### config.mk
export PLATFORM = sky130hd
export DESIGN_NAME = usr_shift_ctl
export DESIGN_NICKNAME = d
export VERILOG_FILES = /design/src/rtl/usr_shift_ctl.sv
export SDC_FILE = /design/constraint.sdc
export NUM_CORES = 1
export LEC_CHECK = 0
export BUFFER_PORTS_ARGS = -buffer_cell sky130_fd_sc_hd__buf_4
export CAP_MARGIN = 20
export CORE_MARGIN = 2
export CORE_UTILIZATION = 56
export CTS_CLUSTER_SIZE = 30
export DETAILED_ROUTE_END_ITERATION = 8
export PLACE_DENSITY_LB_ADDON = 0.2
export SYNTH_ARGS = -nofsm -noshare
export SYNTH_HDL_FRONTEND = slang
export SYNTH_SLANG_ARGS = --single-unit
### constraint.sdc
create_clock -name CLK -period 3 [get_ports CLK]
set_clock_uncertainty 0.05 [all_clocks]
set_input_delay 0.3 -clock CLK [delete_from_list [all_inputs] [get_ports CLK]]
set_output_delay 0.3 -clock CLK [all_outputs]
set_load 0.01 [all_outputs]
### src/rtl/usr_shift_ctl.sv
// usr_shift_ctl: cycle-by-cycle sequencer for a chain of USR4 universal
// shift registers. It accepts one load/shift/no-op command per handshake and
// drives the shared SEL code plus the serial inputs S0/S3, then pulses DONE.
module usr_shift_ctl #(
    parameter int CNTW = 6
) (
    input  logic            CLK,
    input  logic            RESET,
    input  logic            START,
    input  logic [1:0]      OP,
    input  logic [1:0]      FILL,
    input  logic [CNTW-1:0] COUNT,
    input  logic            QMSB,
    input  logic            QLSB,
    output logic [1:0]      SEL,
    output logic            S0,
    output logic            S3,
    output logic            BUSY,
    output logic            DONE
);

    typedef enum logic [1:0] {
        ST_IDLE   = 2'd0,
        ST_LOAD   = 2'd1,
        ST_SHIFT  = 2'd2,
        ST_FINISH = 2'd3
    } state_t;

    localparam logic [1:0] OP_LOAD = 2'b00;
    localparam logic [1:0] OP_SHR  = 2'b01;
    localparam logic [1:0] OP_SHL  = 2'b10;
    localparam logic [1:0] OP_NOP  = 2'b11;

    localparam logic [1:0] FILL_ZERO  = 2'b00;
    localparam logic [1:0] FILL_ONES  = 2'b01;
    localparam logic [1:0] FILL_ROT   = 2'b10;
    localparam logic [1:0] FILL_ARITH = 2'b11;

    localparam logic [1:0] SEL_LOAD = 2'b00;
    localparam logic [1:0] SEL_S0IN = 2'b01;
    localparam logic [1:0] SEL_S3IN = 2'b10;
    localparam logic [1:0] SEL_HOLD = 2'b11;

    state_t          state_q, state_d;
    logic [1:0]      op_q, op_d;
    logic [1:0]      fill_q, fill_d;
    logic [CNTW-1:0] cnt_q, cnt_d;
    logic [1:0]      sel_q, sel_d;
    logic            busy_q, busy_d;
    logic            done_q, done_d;

    // Next-state, command latching, shift counter and registered outputs.
    // SEL/BUSY/DONE are decoded from the next state so they are flops that
    // line up exactly with the state they describe.
    always_comb begin
        state_d = state_q;
        op_d    = op_q;
        fill_d  = fill_q;
        cnt_d   = cnt_q;

        case (state_q)
            ST_IDLE, ST_FINISH: begin
                state_d = ST_IDLE;
                if (START) begin
                    op_d   = OP;
                    fill_d = FILL;
                    case (OP)
                        OP_LOAD: state_d = ST_LOAD;
                        OP_SHR, OP_SHL: begin
                            if (COUNT != '0) begin
                                state_d = ST_SHIFT;
                                cnt_d   = COUNT;
                            end else begin
                                state_d = ST_FINISH;
                            end
                        end
                        OP_NOP:  state_d = ST_FINISH;
                        default: state_d = ST_FINISH;
                    endcase
                end
            end
            ST_LOAD: begin
                state_d = ST_FINISH;
            end
            ST_SHIFT: begin
                // The counter holds the number of shift cycles still to run,
                // including the current one; the last one exits on value 1.
                cnt_d = cnt_q - 1'b1;
                if (cnt_q == CNTW'(1)) begin
                    state_d = ST_FINISH;
                end
            end
            default: begin
                state_d = ST_IDLE;
            end
        endcase

        sel_d  = SEL_HOLD;
        busy_d = 1'b0;
        done_d = 1'b0;
        case (state_d)
            ST_LOAD: begin
                sel_d  = SEL_LOAD;
                busy_d = 1'b1;
            end
            ST_SHIFT: begin
                sel_d  = (op_d == OP_SHR) ? SEL_S0IN : SEL_S3IN;
                busy_d = 1'b1;
            end
            ST_FINISH: begin
                done_d = 1'b1;
            end
            default: begin
                sel_d = SEL_HOLD;
            end
        endcase
    end

    // State and output registers with synchronous active-high reset; a reset
    // mid-command simply drops back to IDLE without a DONE pulse.
    always_ff @(posedge CLK) begin
        if (RESET) begin
            state_q <= ST_IDLE;
            op_q    <= OP_NOP;
            fill_q  <= FILL_ZERO;
            cnt_q   <= '0;
            sel_q   <= SEL_HOLD;
            busy_q  <= 1'b0;
            done_q  <= 1'b0;
        end else begin
            state_q <= state_d;
            op_q    <= op_d;
            fill_q  <= fill_d;
            cnt_q   <= cnt_d;
            sel_q   <= sel_d;
            busy_q  <= busy_d;
            done_q  <= done_d;
        end
    end

    // Serial fill: combinational from the latched fill mode and live chain
    // end bits, so rotate/arithmetic track Q as it moves each cycle.
    always_comb begin
        S0 = 1'b0;
        S3 = 1'b0;
        if (state_q == ST_SHIFT) begin
            if (op_q == OP_SHR) begin
                case (fill_q)
                    FILL_ZERO:  S0 = 1'b0;
                    FILL_ONES:  S0 = 1'b1;
                    FILL_ROT:   S0 = QLSB;
                    FILL_ARITH: S0 = QMSB;
                    default:    S0 = 1'b0;
                endcase
            end else begin
                case (fill_q)
                    FILL_ZERO:  S3 = 1'b0;
                    FILL_ONES:  S3 = 1'b1;
                    FILL_ROT:   S3 = QMSB;
                    FILL_ARITH: S3 = 1'b0;
                    default:    S3 = 1'b0;
                endcase
            end
        end
    end

    assign SEL  = sel_q;
    assign BUSY = busy_q;
    assign DONE = done_q;

endmodule

==> results.tsv, run 1 <==
metric	value	unit
critPathRequiredTime	3.18	ns
grt_pass1_vias	810	
synth_edf_count	0	
max-cap-violations	0	
cp_slowest_stage_delay	0.66	ns
yosysWarnings	0	
syn_to_final_growth	19.7	%
netSwitchingFraction	32.1	%
worst_setup_path_end_kind	flip-flop	
synth_area_per_cell	8.05	um^2
clkLatencyLatePin	0.29	ns
ctsResizeCount	0	
syn_nets	146	
synthCells	120	
drt-initial-drc-count	27	
grt_max_degree	17	
wl_per_cell	13.6	um
async_flop_share	0	%
multi_input_area	587	um^2
hold_viol_final	0	
max-slew-margin-rel	41.3	%
crit_fanout	15	
fp.coreArea	0.00167	mm^2
hold_class	input pin to flip-flop	
layout_min_cycle_time	2.12	ns
drcViolationCount	0	
die_h	45.5	um
synth_top_area_share	33.2	%
path_cells	inv_1 -> ha_1 -> nor2b_2 -> a31oi_1 -> o31ai_1 -> a21oi_1	
p_leak	0.529	nW
total_power	0.580	mW
die_area	0.00207	mm^2
root_buffer	clkbuf_4	
cts_hold_buffers	0	
cellInternalPower	0.393	mW
worst_setup_path_start_kind	flip-flop	
yosys.area.top_type	dfxtp_1	
ys_types	30	
slowest_stage	a31oi_1	
synth_seq_cells	16	
gp_congestion	0.834	
pwr_density_cell	502	mW/mm^2
setup_violations	0	
cts_tree	done	
fin_area	0.00116	mm^2
drt-pass1-iter-count	4	
io_buffer_count	20	
synth-compound-area-share	23.2	%
n_fill_cell	145	
ys_seq_area_share	33.2	%
worst-path-buf-inv	1	
regArea	320	um^2
drive_gt1_share	17.9	%
cts.sink_count	16	
synth_most_common_cell	dfxtp_1	
arrival	2.30	ns
viasPerCell	5.89	
tns	0	ns
antenna_found_initial	0	
critPathKind	flip-flop to flip-flop	
clk_pin_slew_worst_paths	0.10	ns
drt-total-wl	2130	um
n_antenna_cell	0	
worst_ir_drop_vdd	0.321	mV
synth_xor_area_share	0	%
cts_buffers	3	
pin_count	21	
drv_slew	0	
hpwl	1570	um
tightest_slew	0.876	ns
synth.area.top_cells	dfxtp_1 33%, ha_1 14%, a21oi_1 5.7%	
placementRows	15	
gr-usage-all-layers	22.8	%
synth_area	966	um^2
comb_power_share	31.1	%
path_delay_family	compound AO/OA/AOI/OAI gates	
place_area	0.00112	mm^2
grt_pass1_wl	3490	um
synth_fa_ha_area_share	14.2	%
clkPwrFrac	25.1	%
synth_top_family_by_area	simple AND/OR/NAND/NOR gates	
period_share	70.8	%
status	finished clean	
switchingPower	0.186	mW
die_w	45.5	um
postCtsSetupRepairBufs	0	
fmax	471	MHz
fin_nets	167	
clockBufferDepth	2	
cts.htree.levels	1	
grt_overflow	0	
ant_nets	0	
netlist_top_cells_count	16 x dfxtp_1, 14 x nor2_1, 11 x a21oi_1, 11 x ha_1, 11 x inv_1	
start_util	57.8	%
synthSimpleGateAreaFrac	23.3	%
vias	925	
sequentialPowerShare	43.9	%
synth_flop_cell	dfxtp_1	
synthMuxAreaShare	0	%
rsz0062_at_grt	no	
## worst min-delay path: cells and delay by family
family          cells  cell delay (ns)
buf+inv             1             0.11
compound gates      1             0.06
simple gates        1             0.05
## state kept, by name, indices dropped and copies added (netlist names)
register	cells
BUSY	1
DONE	1
state_q	2
op_q	2
cnt_q	6
SEL	2
fill_q	2
## power groups by stage
stage | Clock [mW] | Sequential (mW) | Combinational [mW]
3_5_place_dp | 0 | 0.259 | 0.177
4_1_cts | 0.144 | 0.254 | 0.179
3_3_place_gp | 0 | 0.258 | 0.175
6_report | 0.145 | 0.254 | 0.180
5_1_grt | 0.152 | 0.257 | 0.202
2_1_floorplan | 0 | 0.258 | 0.120
## cell families (layout without fill, tap and decap cells)
logic type,after synthesis,count (layout)
compound gates,34,34
buf+inv,15,35
simple gates,44,44
flops,16,16
fa+ha+maj,11,11
## metal layers
layer	routed length, um	global-route usage (%)	vias to the layer above
met5	0	0	-
met3	144	2.38	3
li1	-	-	463
met4	8	5.29	0
met2	986	37.7	41
met1	990	31.6	418
## path summary, 6_finish.rpt
kind / from / end / slack (ns) / depth (start not counted)
max: state_q[0]$_SDFF_PP0_ / cnt_q[5]$_SDFFE_PP0P_ / 0.88 / 6
min: FILL[1] / fill_q[1]$_SDFFE_PP0P_ / 0.22 / 3
max reg2reg: state_q[0]$_SDFF_PP0_ / cnt_q[5]$_SDFFE_PP0P_ / 0.88 / 6
min reg2reg: op_q[0]$_SDFF_PP1_ / op_q[0]$_SDFF_PP1_ / 0.42 / 1
## metrics by stage
stage | cells | hold WS (ns) | worst slack, ns | util (%)
after floorplan | 120 | 0.322 | 1.12 | -
after global placement | 153 | 0.402 | 1.00 | 67.0
after detailed placement | 153 | 0.399 | 0.936 | 67.0
after CTS | 157 | 0.227 | 0.918 | 69.2
after global routing | 157 | 0.238 | 0.636 | 69.2
final | 157 | 0.224 | 0.876 | 69.2
## final cells by class
class	instances	area share, %
tap	17	1.84
timing repair buffer	20	13.0
clock buffer	4	3.14
multi-input combinational	89	50.8
inverter	11	3.57
sequential	16	27.7
## cells in the final DEF (no fill, tap or decap), types with 3 or more instances in the layout
master / Yosys / layout
a21oi_1: 11 / 11
a31oi_1: 5 / 5
buf_4: 0 / 20
clkbuf_4: 0 / 3
dfxtp_1: 16 / 16
ha_1: 11 / 11
inv_1: 11 / 11
nand2_1: 6 / 6
nor2_1: 14 / 14
nor2b_1: 4 / 4
nor3_1: 5 / 5
o31ai_1: 5 / 5
or3_1: 4 / 4
Note: power is estimated with default switching activity, not from simulation.
==> run 2, diff against run 1 <==
Settings changed: ABC_AREA from default to 1, CORE_UTILIZATION 56 to 48.
Clock period 3 ns to 1.85 ns, I/O delays scaled along.
==> run 2 against run 1 <==
  * Setup slack worse by 0.72 ns
  * Die area up 20%
  * Synthesized area up 4.8%
  * Sequential power up 67%
  * Hold slack worse by 0.18 ns
  * Synthesized cell count up 26%
  * Critical path type is now flip-flop to output pin
  * Highest routed layer unchanged
==> results.tsv, run 2 <==
metric	value	unit	change
status	finished clean		
fin_util	63.7	%	-5.5 points
wl_per_cell	10.9	um	-19%
grt_overflow	0		unchanged
switchingPower	0.354	mW	+90%
synthMuxAreaShare	0	%	unchanged
r2r_cells	11		+5
gr-usage-all-layers	19.9	%	-2.9 points
n_fill_cell	181		+25%
clk_pin_slew_worst_paths	0.10	ns	about the same
setup_violations	0		unchanged
drcViolationCount	0		unchanged
fin_nets	204		+22%
pin_count	21		unchanged
die_w	49.9	um	+9.6%
arrival	1.46	ns	-0.84 ns
syn_to_final_growth	24.7	%	
netlist_top_cells_count	33 x nand2_1, 28 x nor2_1, 22 x inv_1		
synth_fa_ha_area_share	13.6	%	-0.65 points
drv_slew	0		unchanged
hold_viol_final	0		unchanged
n_antenna_cell	0		unchanged
grt_pass1_wl	3820	um	+9.5%
drt-initial-drc-count	20		-26%
synth_top_family_by_area	simple AND/OR/NAND/NOR gates		
die_area	0.00249	mm^2	+20%
r2r_setup_slack	0.17	ns	-0.71 ns
clkPwrFrac	22.8	%	-2.3 points
critPathKind	flip-flop to output pin		
cts_buffers	3		unchanged
grt_max_degree	10		-7
largest_reg_flops	6		unchanged
cts_hold_buffers	0		unchanged
worst_setup_path_end_kind	output pin		
drt-pass1-iter-count	4		unchanged
yosys.area.top_type	dfxtp_1		
period_share	91.5	%	
synthCells	151		+26%
layout_common_cells	33 x nand2_1, 28 x nor2_1, 23 x buf_4		
grt_pass1_vias	948		+17%
drive_gt1_share	22.6	%	+4.7 points
hold_start	RESET		
timing.hold.ws	0.0431	ns	-0.181 ns
ant_nets	0		unchanged
hold_depth	2		-1
comb_power_share	35.5	%	+4.4 points
synth_xor_area_share	0	%	unchanged
stdcell_count	204		+30%
mostFrequentLayoutCell	nand2_1		
netSwitchingFraction	34.7	%	+2.5 points
ys_seq_area_share	31.6	%	-1.5 points
total_power	1.02	mW	+76%
tightest_slew	0.292	ns	-0.584 ns
start_util	51.1	%	-6.8 points
io_buffer_count	20		unchanged
worst_setup_path_start_kind	flip-flop		
clkLatencyLatePin	0.29	ns	about the same
crit-reg2reg-launch	state_q[0]$_SDFF_PP0_		
fmax	591	MHz	
synth_seq_cells	16		unchanged
cellInternalPower	0.667	mW	+70%
ys_types	22		-27%
die_h	49.9	um	+9.6%
synthSimpleGateAreaFrac	33.5	%	+10 points
gp_congestion	0.805		-3.5%
cts.sink_count	16		unchanged
root_buffer	clkbuf_4		
synth_edf_count	0		unchanged
synth_area	0.00101	mm^2	+4.8%
yosysWarnings	0		unchanged
viasPerCell	4.83		-18%
synth.area.top_cells	dfxtp_1 32%, ha_1 14%, nand2_1 12%		
synth_top_area_share	31.6	%	-1.5 points
cts_tree	done		
synth_area_per_cell	6.70	um^2	-17%
antenna_found_initial	0		unchanged
layout_min_cycle_time	1.69	ns	
rsz0062_at_grt	no		
vias	986		+6.6%
max-cap-violations	0		unchanged
clockBufferDepth	2		unchanged
synth_flop_cell	dfxtp_1		
async_flop_share	0	%	unchanged
critPathRequiredTime	1.62	ns	-1.56 ns
crit_fanout	3		-12
pwr_density_cell	809	mW/mm^2	+61%
synth_most_common_cell	nand2_1		
synth-compound-area-share	11.4	%	-12 points
tns	0	ns	unchanged
p_leak	0.651	nW	+23%
sequentialPowerShare	41.6	%	-2.3 points
placementRows	16		+1
dp_cells	199		+30%
hold_end	BUSY$_SDFF_PP0_		
regMostFlops	cnt_q		
worst_ir_drop_vdd	0.504	mV	+57%
hold_class	input pin to flip-flop		
syn_nets	177		+21%
drt-total-wl	2230	um	+4.7%
cts.htree.levels	1		unchanged
fp.coreArea	0.00198	mm^2	+19%
r2r_end	SEL[1]$_SDFF_PP1_		
hpwl	1730	um	+10%
max-slew-margin-rel	80.5	%	+39 points
## run 2: cell count changes after synthesis, moves of 4 or more
cell     change
o21ai_0      +4
a31oi_1      -4
inv_1       +11
nor2b_1      -4
a21oi_1      -4
o31ai_1      -5
nor2_1      +14
o21ai_1      +4
nand2_1     +27
nor3_1       -4
or3_1        -4
nand3_1      +7
## run 2: critical path, cell delays in order (launching register included)
cell and delay (ns):
dfxtp_2 0.35, inv_1 0.05, ha_1 0.27, nand2_1 0.07, o21ai_1 0.06, nor3_1 0.21, buf_4 0.16
## run 2: cells by family (layout without fill, tap and decap cells)
kind of cell               Yosys count  in the layout
and+or+nand+nor                     79             79
buffers and inverters               24             50
AOI/OAI and AO/OA                   21             21
DFF                                 16             16
adders and majority gates           11             11
## run 2: power groups by stage
stage | clock network (mW) | registers, mW | logic (mW)
detailed placement | 0 | 0.431 | 0.347
floorplan | 0 | 0.428 | 0.239
global placement | 0 | 0.428 | 0.337
CTS | 0.237 | 0.423 | 0.351
global route | 0.257 | 0.431 | 0.419
finish | 0.233 | 0.425 | 0.363
## run 2: timing repair
| item | CTS | global route |
|---|---|---|
| gates resized for setup | 0 | 5 |
| buffers inserted | 0 | 1 |
| setup endpoints to repair | 0 | 4 |
## run 2: per-layer routing
metal  vias to the layer above  track usage (%)  share of wire, %
li1                        526                -                 -
met1                       434             22.7                45
met2                        22             36.4                50
met3                         4             3.94               3.6
met4                         0             6.94              0.99
met5                         -                0                 0
## run 2: layout make-up
class	count	area, um^2	share of cell area (%)
clock buffer	4	36.3	2.87
inverter	23	88.8	7.04
multi-input combinational	111	608	48.2
sequential	16	323	25.6
tap	27	33.8	2.68
timing repair buffer	23	173	13.7
## run 2: worst max path at each step
stage / startpoint / endpoint / slack [ns] / cells past startpoint
floorplan: state_q[0]$_SDFF_PP0_ / SEL[0]$_SDFF_PP1_ / 0.16 / 11
finish: fill_q[0]$_SDFFE_PP0P_ / S3 / 0.16 / 6
detailed placement: state_q[0]$_SDFF_PP0_ / SEL[0]$_SDFF_PP1_ / 0.09 / 10
global placement: state_q[0]$_SDFF_PP0_ / SEL[0]$_SDFF_PP1_ / 0.17 / 10
global route: fill_q[0]$_SDFFE_PP0P_ / S3 / 0.01 / 7
CTS: state_q[0]$_SDFF_PP0_ / SEL[1]$_SDFF_PP1_ / 0.07 / 10
## run 2: per-stage QoR
step,setup WS (ns),area (um^2)
after CTS,0.0749,1240
after global routing,0.0132,1260
after detailed placement,0.0855,1200
final,0.157,1260
after global placement,0.171,1200
after floorplan,0.162,1010
==> run 3, diff against run 2 <==
==> constraint.sdc (replaced) <==
create_clock -name CLK -period 1.4 [get_ports CLK]
set_clock_uncertainty 0.05 [all_clocks]
set_input_delay 0.21 -clock CLK [delete_from_list [all_inputs] [get_ports CLK]]
set_output_delay 0.21 -clock CLK [all_outputs]
set_load 0.01 [all_outputs]
==> run 3 against run 2 <==
  * The run now ends with setup timing left
  * Clock power grew 38%
  * Hold slack gained 0.036 ns
  * Core utilization grew 17 points
  * Die area is the same
  * Global-route usage grew 2.4 points
  * Wire length grew 30%
  * Combinational power grew 110%
  * Critical path depth is the same
  * Sequential power grew 29%
  * Critical path type unchanged
  * Largest power group is now combinational logic
==> results.tsv, run 3 (synthesized netlist as in run 2, its figures left out) <==
metric	value	unit	change
drv_slew	0		unchanged
rsz0062_at_grt	yes		
fin_nets	228		+12%
drt-initial-drc-count	23		+15%
p_leak	0.800	nW	+23%
fin_ws	-0.256	ns	-0.413 ns
path_cells	inv_2 -> ha_4 -> inv_6 -> buf_4 -> nor3_1 -> buf_4		
drive_gt1_share	44.3	%	+22 points
path_delay_family	buffers and inverters		
n_fill_cell	124		-31%
grt_pass1_vias	1025		+8.1%
worst_setup_path_start_kind	flip-flop		
clockBufferDepth	2		unchanged
grt_overflow	0		unchanged
gp_congestion	0.875		+8.8%
critPathRequiredTime	1.14	ns	-0.48 ns
arrival	1.40	ns	-0.06 ns
drt-pass1-iter-count	4		unchanged
tns	-1.82	ns	-1.82 ns
hold_viol_final	0		unchanged
pre_cts_ws	-0.206	ns	-0.292 ns
pin_count	21		unchanged
antenna_found_initial	0		unchanged
worst-path-buf-inv	4		+2
max-slew-margin-rel	76.2	%	-4.3 points
syn_to_final_growth	57.4	%	
tightest_slew	0.357	ns	+0.0648 ns
die_w	49.9	um	unchanged
cts.htree.levels	1		unchanged
slowest_stage	dfxtp_2		
root_buffer	clkbuf_4		
fin_util	80.4	%	+17 points
path_common_cell	buf_4		
crit_fanout	8		+5
cp_slowest_stage_delay	0.34	ns	about the same
clkLatencyLatePin	0.29	ns	about the same
critPathKind	flip-flop to output pin		
ant_nets	0		unchanged
violations	setup timing		
n_antenna_cell	0		unchanged
drcViolationCount	0		unchanged
cts.sink_count	16		unchanged
setup_violations	13		+13
io_buffer_count	20		unchanged
wl_per_cell	12.7	um	+16%
max-cap-violations	0		unchanged
layout_common_cells	41 x buf_4, 28 x nand2_1, 23 x nor2_1		
placementRows	16		unchanged
gr-usage-all-layers	22.3	%	+2.4 points
worst_setup_path_end_kind	output pin		
drt-total-wl	2900	um	+30%
start_util	51.1	%	unchanged
vias	1149		+17%
pwr_density_cell	1030	mW/mm^2	+27%
cts_buffers	3		unchanged
cts_tree	done		
viasPerCell	5.04		+4.3%
hpwl	1960	um	+13%
die_h	49.9	um	unchanged
clk_pin_slew_worst_paths	0.10	ns	about the same
grt_pass1_wl	4270	um	+12%
status	complete, but fails checks		
fp.coreArea	0.00198	mm^2	unchanged
regMostFlops	cnt_q		
worst_ir_drop_vdd	0.743	mV	+47%
largest_reg_flops	6		unchanged
grt_max_degree	10		unchanged
period_share	118	%	
mostFrequentLayoutCell	buf_4		
layout_min_cycle_time	1.66	ns	
hold_class	input pin to flip-flop		
fmax	604	MHz	
die_area	0.00249	mm^2	unchanged
## run 3: cell count changes in the layout (fill, tap and decap cells not counted), sizes merged
cell  delta
buf     +24
## run 3: cell type report
type	count	area, um^2	share of cell area, %
inverter	23	96.3	6.05
sequential	16	323	20.3
multi-input combinational	111	728	45.7
tap	27	33.8	2.12
timing repair buffer	47	375	23.6
clock buffer	4	36.3	2.28
## run 3: worst paths after layout
check,startpoint,endpoint,slack [ns],cells after the start
worst min-delay path,RESET,DONE$_SDFF_PP0_,0.08,2
worst max register to register,state_q[0]$_SDFF_PP0_,cnt_q[4]$_SDFFE_PP0P_,-0.23,10
worst max-delay path,state_q[0]$_SDFF_PP0_,S3,-0.26,6
worst min register to register,fill_q[0]$_SDFFE_PP0P_,fill_q[0]$_SDFFE_PP0P_,0.42,2
## run 3: power by group
group	switching [mW]	leakage (nW)	internal [mW]
clock network	0.163	0.0210	0.159
logic	0.398	0.646	0.369
registers	0.0336	0.133	0.516
total	0.595	0.800	1.04
## run 3: metal layers
| layer | global-route usage (%) | wire length (um) | vias to the layer above |
|---|---|---|---|
| met5 | 0 | 0 | - |
| met2 | 38.9 | 1520 | 31 |
| met4 | 9.26 | 61 | 0 |
| met3 | 3.94 | 106 | 6 |
| met1 | 26.8 | 1210 | 534 |
| li1 | - | - | 578 |
## run 3: through the flow
step | hold WS [ns] | power, mW | cell area (um^2) | cells
detailed placement | 0.385 | 1.17 | 1390 | 217
global placement | 0.376 | 1.15 | 1390 | 217
CTS | 0.0672 | 1.54 | 1490 | 224
floorplan | 0.222 | 0.919 | 1060 | 151
finish | 0.0790 | 1.64 | 1590 | 228
global route | 0.0803 | 1.74 | 1590 | 228
## run 3: what timing repair did
action | 4_1_cts | 5_1_grt
pin swaps | 8 | 10
hold endpoints to repair | 0 | 0
buffers inserted | 3 | 4
hold buffers | 0 | 0
endpoints found under the setup margin | 12 | 15
gates resized for setup | 15 | 20
